===== src/rtl/symbol_serializer_pkg.sv =====
// Shared definitions for the symbol serializer: FSM state encoding and
// counter sizing helper.
package symbol_serializer_pkg;

    typedef enum logic {
        IDLE  = 1'b0,
        SHIFT = 1'b1
    } state_t;

    // Bits needed to count 0..n-1, never less than one.
    function automatic int cnt_width(input int n);
        int w;
        w = 0;
        while ((1 << w) < n) w++;
        return (w < 1) ? 1 : w;
    endfunction

endpackage


===== src/rtl/symbol_serializer_if.sv =====
// Word-in / symbol-out handshake bundle for the symbol serializer.
interface symbol_serializer_if #(parameter int N = 2);

    logic         in_valid;
    logic         in_ready;
    logic [1:N]   in_data;
    logic         out_valid;
    logic         out_bit;
    logic         out_last;
    logic         busy;

    modport master (
        output in_valid, in_data,
        input  in_ready, out_valid, out_bit, out_last, busy
    );

    modport slave (
        input  in_valid, in_data,
        output in_ready, out_valid, out_bit, out_last, busy
    );

endinterface


===== src/rtl/symbol_serializer.sv =====
// Parallel-to-serial transmitter: captures an N-bit word and emits it one
// bit per cycle, index 1 first, with a frame-last marker on bit N.
//
// state | meaning
// IDLE  | no frame in flight, ready for a word
// SHIFT | presenting bit (cnt+1) of the captured word
module symbol_serializer
    import symbol_serializer_pkg::*;
#(
    parameter int N = 2
) (
    input logic                clock,
    input logic                reset_n,
    symbol_serializer_if.slave bus
);

    localparam int CW = cnt_width(N);

    state_t          state, state_nxt;
    logic [CW-1:0]   cnt, cnt_nxt;
    logic [1:N]      word, word_nxt;
    logic            last;
    logic            accept;
    logic            sym;

    assign last         = (state == SHIFT) && (cnt == CW'(N - 1));
    // Ready on the final bit too, so frames can run back to back.
    assign bus.in_ready = (state == IDLE) || last;
    assign accept       = bus.in_valid && bus.in_ready;

    always_ff @(posedge clock or negedge reset_n) begin
        if (!reset_n) begin
            state <= IDLE;
            cnt   <= '0;
            word  <= '0;
        end else begin
            state <= state_nxt;
            cnt   <= cnt_nxt;
            word  <= word_nxt;
        end
    end

    always_comb begin
        state_nxt = state;
        cnt_nxt   = cnt;
        word_nxt  = word;
        case (state)
            IDLE: begin
                if (accept) begin
                    state_nxt = SHIFT;
                    cnt_nxt   = '0;
                    word_nxt  = bus.in_data;
                end
            end
            SHIFT: begin
                if (last) begin
                    if (accept) begin
                        cnt_nxt  = '0;
                        word_nxt = bus.in_data;
                    end else begin
                        state_nxt = IDLE;
                        cnt_nxt   = '0;
                    end
                end else begin
                    cnt_nxt = cnt + 1'b1;
                end
            end
            default: begin
                state_nxt = IDLE;
                cnt_nxt   = '0;
            end
        endcase
    end

    // Symbol select is a counter decode; held at 0 outside a frame.
    always_comb begin
        sym = 1'b0;
        for (int i = 0; i < N; i++) begin
            if ((state == SHIFT) && (cnt == CW'(i))) sym = word[i + 1];
        end
    end

    assign bus.out_valid = (state == SHIFT);
    assign bus.out_bit   = sym;
    assign bus.out_last  = last;
    assign bus.busy      = (state == SHIFT);

endmodule


===== src/flat_wrapper.sv =====
// flat-port wrapper written by rule: the top's interface ports become plain ports
module symbol_serializer_flat import symbol_serializer_pkg::*;
#(
    parameter int N = 2
)
  (clock, reset_n, bus_in_valid, bus_in_data, bus_in_ready, bus_out_valid, bus_out_bit, bus_out_last, bus_busy);
  symbol_serializer_if #(.N(N)) bus_i ();
  input logic clock;
  input logic reset_n;
  input wire logic [$bits(bus_i.in_valid)-1:0] bus_in_valid;
  input wire logic [$bits(bus_i.in_data)-1:0] bus_in_data;
  output wire logic [$bits(bus_i.in_ready)-1:0] bus_in_ready;
  output wire logic [$bits(bus_i.out_valid)-1:0] bus_out_valid;
  output wire logic [$bits(bus_i.out_bit)-1:0] bus_out_bit;
  output wire logic [$bits(bus_i.out_last)-1:0] bus_out_last;
  output wire logic [$bits(bus_i.busy)-1:0] bus_busy;
  assign bus_i.in_valid = bus_in_valid;
  assign bus_i.in_data = bus_in_data;
  assign bus_in_ready = bus_i.in_ready;
  assign bus_out_valid = bus_i.out_valid;
  assign bus_out_bit = bus_i.out_bit;
  assign bus_out_last = bus_i.out_last;
  assign bus_busy = bus_i.busy;
  symbol_serializer #(.N(N)) u_core (.clock(clock), .reset_n(reset_n), .bus(bus_i));
endmodule

===== config.mk =====
export PLATFORM = sky130hd
export DESIGN_NAME = symbol_serializer_flat
export DESIGN_NICKNAME = d
export VERILOG_FILES = /design/src/rtl/symbol_serializer_pkg.sv /design/src/rtl/symbol_serializer_if.sv /design/src/rtl/symbol_serializer.sv /design/src/flat_wrapper.sv
export SDC_FILE = /design/constraint.sdc
export NUM_CORES = 1
export LEC_CHECK = 0
export CAP_MARGIN = 20
export CORE_AREA = 4 4 41 43
export CTS_CLUSTER_DIAMETER = 40
export DETAILED_ROUTE_END_ITERATION = 10
export DIE_AREA = 0 0 45 47
export PLACE_DENSITY_LB_ADDON = 0.2
export RECOVER_POWER = 50
export SLEW_MARGIN = 20
export SYNTH_ARGS = -nofsm -noshare
export SYNTH_HDL_FRONTEND = slang
export SYNTH_SLANG_ARGS = --single-unit

===== constraint.sdc =====
create_clock -name clock -period 1.25 [get_ports clock]
set_input_delay 0.125 -clock clock [delete_from_list [all_inputs] [get_ports clock]]
set_output_delay 0.125 -clock clock [all_outputs]
set_load 0.05 [all_outputs]

* After elaboration in Yosys (flattened, before gate mapping)
Index checks and enable logic that the tools add are counted.
** Storage, ports and cells
- Word-level logic and storage cells :: 23
- Register bits :: 4
- Input bits :: 5
- Output and inout port bits :: 5
** Cells by class
- Bitwise logic cells :: 2
- Muxes and demuxes :: 11
- Reductions and logical operators :: 4
- Eq/ne operators :: 2
- $add $sub $neg :: 1
** Operators with widths (number)
- 1-bit 2-to-1 mux :: 6
- 2-bit 2-to-1 mux :: 2
- 1-bit case mux with 2 select lines :: 2
- 2-bit case mux with 2 select lines :: 1
- 1-bit logical AND :: 3
- 2-bit by 1-bit inequality test with 1-bit output, second input constant :: 1
- 2-bit inequality test, second input constant :: 1
- 1-bit NOT :: 2
- 1-bit adder, second input constant :: 1
- 1-bit logical OR :: 1

* Logic depth before layout (Yosys ltp)
- Word-level depth :: 6
- Depth in mapped cells :: 3
- Mapped depth without buffers :: 3

* Worst setup path after synthesis
No wires, ideal clock.
- Path type :: reg2out
- Start point :: register u_core.state, in the netlist u_core.bus.busy
- End point :: output port bus_out_bit
- Setup slack :: -0.368 ns
- Required time :: 1.125 ns
- Path buffers :: 0
- Stages on the path, launching flop included :: 2
- Arrival time :: 1.493 ns
- Path through :: dfrtp_1 -> nor2b_1
** Between the ends
- Word-level cells in the longest chain between the ends :: 3
- Elaborated cells between the ends (all ways) :: 4
- Classes of those cells :: mux: 2; reduce/logical: 2
** RTL lines
- start, declared :: line symbol_serializer.sv:19 : state_t state, state_nxt;
- start signal, assigned :: line symbol_serializer.sv:37 : state <= state_nxt;
- 1-bit logical AND :: line symbol_serializer.sv:79 : if ((state == SHIFT) && (cnt == CW'(i))) sym = word[i + 1];
- 1-bit 2-to-1 mux :: line symbol_serializer.sv:79
- 1-bit 2-to-1 mux * :: line symbol_serializer.sv:79
- end, declared :: line flat_wrapper.sv:14 : output wire logic [$bits(bus_i.out_bit)-1:0] bus_out_bit;
Mark *: on every way between the ends. The rest lies on a longest branch, timed or not.

* Final worst setup path
- Start point :: register u_core.cnt
- End point :: output port bus_out_bit
** Between the ends
- Word-level cells in the longest chain between the ends :: 4
- Elaborated cells between the ends (all ways) :: 5
- Classes of those cells :: mux: 2; bitwise: 1; reduce/logical: 2
** RTL lines
- start, declared :: line symbol_serializer.sv:20 : logic [CW-1:0] cnt, cnt_nxt;
- start signal, assigned :: line symbol_serializer.sv:38 : cnt <= cnt_nxt;
- 1-bit NOT :: line symbol_serializer.sv:79
- 1-bit logical AND :: line symbol_serializer.sv:79
- 1-bit 2-to-1 mux :: line symbol_serializer.sv:79
- 1-bit 2-to-1 mux * :: line symbol_serializer.sv:79
Marks and branches as above.

==> impl_metrics.toml <==
[synthesis]
syn_area_um2 = 205
ys_ff_latch = 4
synthAdderAreaFrac_pct = 0
synthTopCellsByArea = "dfrtp_1 (49%), mux2_4 (15%), nand2b_4 (6.7%), nand2_4 (5.5%), mux2i_1 (4.9%)"
synth-xor-area-share_pct = 0
synth_ff_type = "dfrtp_1"
synth.most_common_cell = "dfrtp_1"
synth_warnings = 0
synth.area.mux_share_pct = 19.5
synth_compound_area_share_pct = 0
synth_common_cells = "dfrtp_1 (4), mux2_4 (2), nand2_1 (2)"
ys_types = 11
synth_top_area_share_pct = 48.8
syn_inst = 16
synth_top_family_by_area = "simple AND/OR/NAND/NOR gates"
syn_avg_cell_area_um2 = 12.8
asyncSetResetFlopFracSynth_pct = 100
synth_top_area_cell = "dfrtp_1"
syn_nets = 21
synthSimpleGateAreaFrac_pct = 28.0
synth_edf_count = 0
seq_area_frac_synth_pct = 48.8

[pwr]
clkPwrFrac_pct = 14.2
ir_drop_uv = 799
powerDensity_nw_per_um2 = 3200
p_leak_nw = 0.179
power.share.combinational_pct = 65.1
p_int_mw = 0.723
switchingPower_mw = 0.515
netSwitchingFraction_pct = 41.6
seqPwrFrac_pct = 20.6

[grt]
first_global_vias = 172
gr-usage-all-layers_pct = 5.23
overflow = 0
grt_pass1_wl_um = 703
grtUsageMet1_pct = 5.03
grt_use_met3_pct = 1.15
grtUsageMet2_pct = 7.34
grt_max_degree = 7
top_usage_layer = "met4"
antenna_found_initial = 0

[final_layout]
final_cells = 43
multi_input_area_um2 = 100
num_antenna_cells = 0
drive_gt1_share_pct = 53.6
syn_to_final_growth_pct = 88.4
final_nets = 34
utilization_pct = 29.7
ff_latch_area_um2 = 101
stdcell_area_um2 = 387
final.fill_count = 151

[clock_network]
clk_path_buf_depth = 2
clk-insertion-delay-late_ns = 0.24
clockRootBuffer = "clkbuf_4"
numClockSinks = 4
h-tree-depth = 1
cts_setup_buffers = 0
cts_tree = "yes"
cts_buffers = 3
path_clk_slew_ns = 0.04
ctsResizeCount = 0

[setup_path]
path_max_fanout = 4
crit_family = "flip-flops"
crit_chain = "mux2i_1 > nor2b_2 > buf_12"
cp.arrival_ns = 1.10
cpPeakStageDelay_ns = 0.41
endpoint_kind = "primary output"
path_buf_inv = 1
worstPathRequired_ns = 1.12
cpMaxStageDelayCell = "dfrtp_1"
critPathKind = "flip-flop to primary output"
critPathLaunchType = "flip-flop"

[route]
first_pass_iters = 1
wl_per_cell_um = 9.58
drc_errors = 0
first_iter_violations = 0
drt.antenna.violating_nets = 0
dr_total_vias = 161
via_per_inst = 3.74
drt_wl_total_um = 412

[floorplan]
num_rows = 13
die_y_um = 47
die_x_um = 45
pin_count = 10
die-area_um2 = 2120
core_area_um2 = 1300
start_util_pct = 15.8

[placement]
dp_cells = 39
io_buffers = 9
gp_congestion = 0.576
dpl-instance-area_um2 = 360

[sta]
slew_violations = 0
tightest_slew_ns = 0.200
skew_ns = 0.00613
rsz0062_at_grt = "true"
hold_viol = 0
fmax_mhz = 815
slew-limit-headroom_pct = 86.6
fin_crit_sh_pct = 98.2
fin_hold_ws_ns = 0.162
setup_viol_count_final = 0
fin_crit_ns = 1.23

[min_path]
min_path_type = "primary input to asynchronous set/reset pin"

[job]
cap_violations = 0

[run_status]
status = "completed"
## metal layers
layer | vias up | routed length (µm)
met5 | - | 0
met4 | 0 | 30
met3 | 3 | 66
met2 | 12 | 171
met1 | 71 | 144
li1 | 75 | -
## worst paths after layout
kind | startpoint | cells past startpoint | slack [ns] | end
setup / recovery | u_core.cnt$_DFFE_PN0P_ | 3 | 0.02 | bus_out_bit
setup reg to reg | u_core.cnt$_DFFE_PN0P_ | 3 | 0.16 | u_core.word[1]$_DFFE_PN0P_
hold reg to reg | u_core.word[2]$_DFFE_PN0P_ | 1 | 0.51 | u_core.word[2]$_DFFE_PN0P_
max in group asynchronous | reset_n | 1 | 0.90 | u_core.bus.busy$_DFF_PN0_
hold / removal | reset_n | 1 | 0.16 | u_core.cnt$_DFFE_PN0P_
min in group clock | u_core.word[2]$_DFFE_PN0P_ | 1 | 0.51 | u_core.word[2]$_DFFE_PN0P_
## sequential cells by signal, indices dropped and copies added (netlist names)
signal	flops
u_core.word	2
u_core.cnt	1
u_core.bus.busy	1
## metrics by stage
step / setup TNS (ns) / power, mW / setup WS (ns)
after floorplan: -0.0222 / 0.701 / -0.0111
after global placement: 0 / 1.06 / 0.0931
after detailed placement: 0 / 1.08 / 0.0881
after CTS: -0.00686 / 1.26 / -0.00686
after global routing: -0.0619 / 1.30 / -0.0541
final: 0 / 1.24 / 0.0223
## power by group through the flow
stage | Combinational [mW] | Clock [mW] | Sequential (mW)
6_report | 0.806 | 0.176 | 0.255
5_1_grt | 0.838 | 0.197 | 0.270
4_1_cts | 0.817 | 0.188 | 0.259
3_5_place_dp | 0.815 | 0 | 0.260
3_3_place_gp | 0.807 | 0 | 0.256
2_1_floorplan | 0.434 | 0 | 0.267
## final cells by class
type / count / area share (%)
clock buffers: 4 / 6.80
multi-input cells: 11 / 25.9
flip-flops and latches: 4 / 26.2
well taps: 15 / 4.85
repair buffers: 9 / 36.2
## worst register-to-register path, stage by stage, from the launching register on
cell and delay [ns]:
dfrtp_1 0.41, nand2b_4 0.19, nand2_4 0.08, mux2_4 0.29
## cells in the final DEF (no fill, tap or decap), drive strengths merged
cell type	synthesis	routed
buf	1	5
clkbuf	0	4
dfrtp	4	4
clkdlybuf4s50	0	3
nand2	3	3
mux2	2	2
and2	1	1
nand2b	1	1
or2b	1	1
mux2i	1	1
nor2b	1	1
nor2	1	1
dlygate4sd3	0	1
## timing repair
item,in CTS,in global routing
setup endpoints to repair,1,2
pin swaps,0,0
hold buffers,0,0
## kinds of logic (layout without fill, tap and decap cells)
family        count (synthesis)  count (layout)
mux                           3               3
buf+inv                       1              13
flops                         4               4
simple gates                  8               8
(Power assumes the default switching activity.)
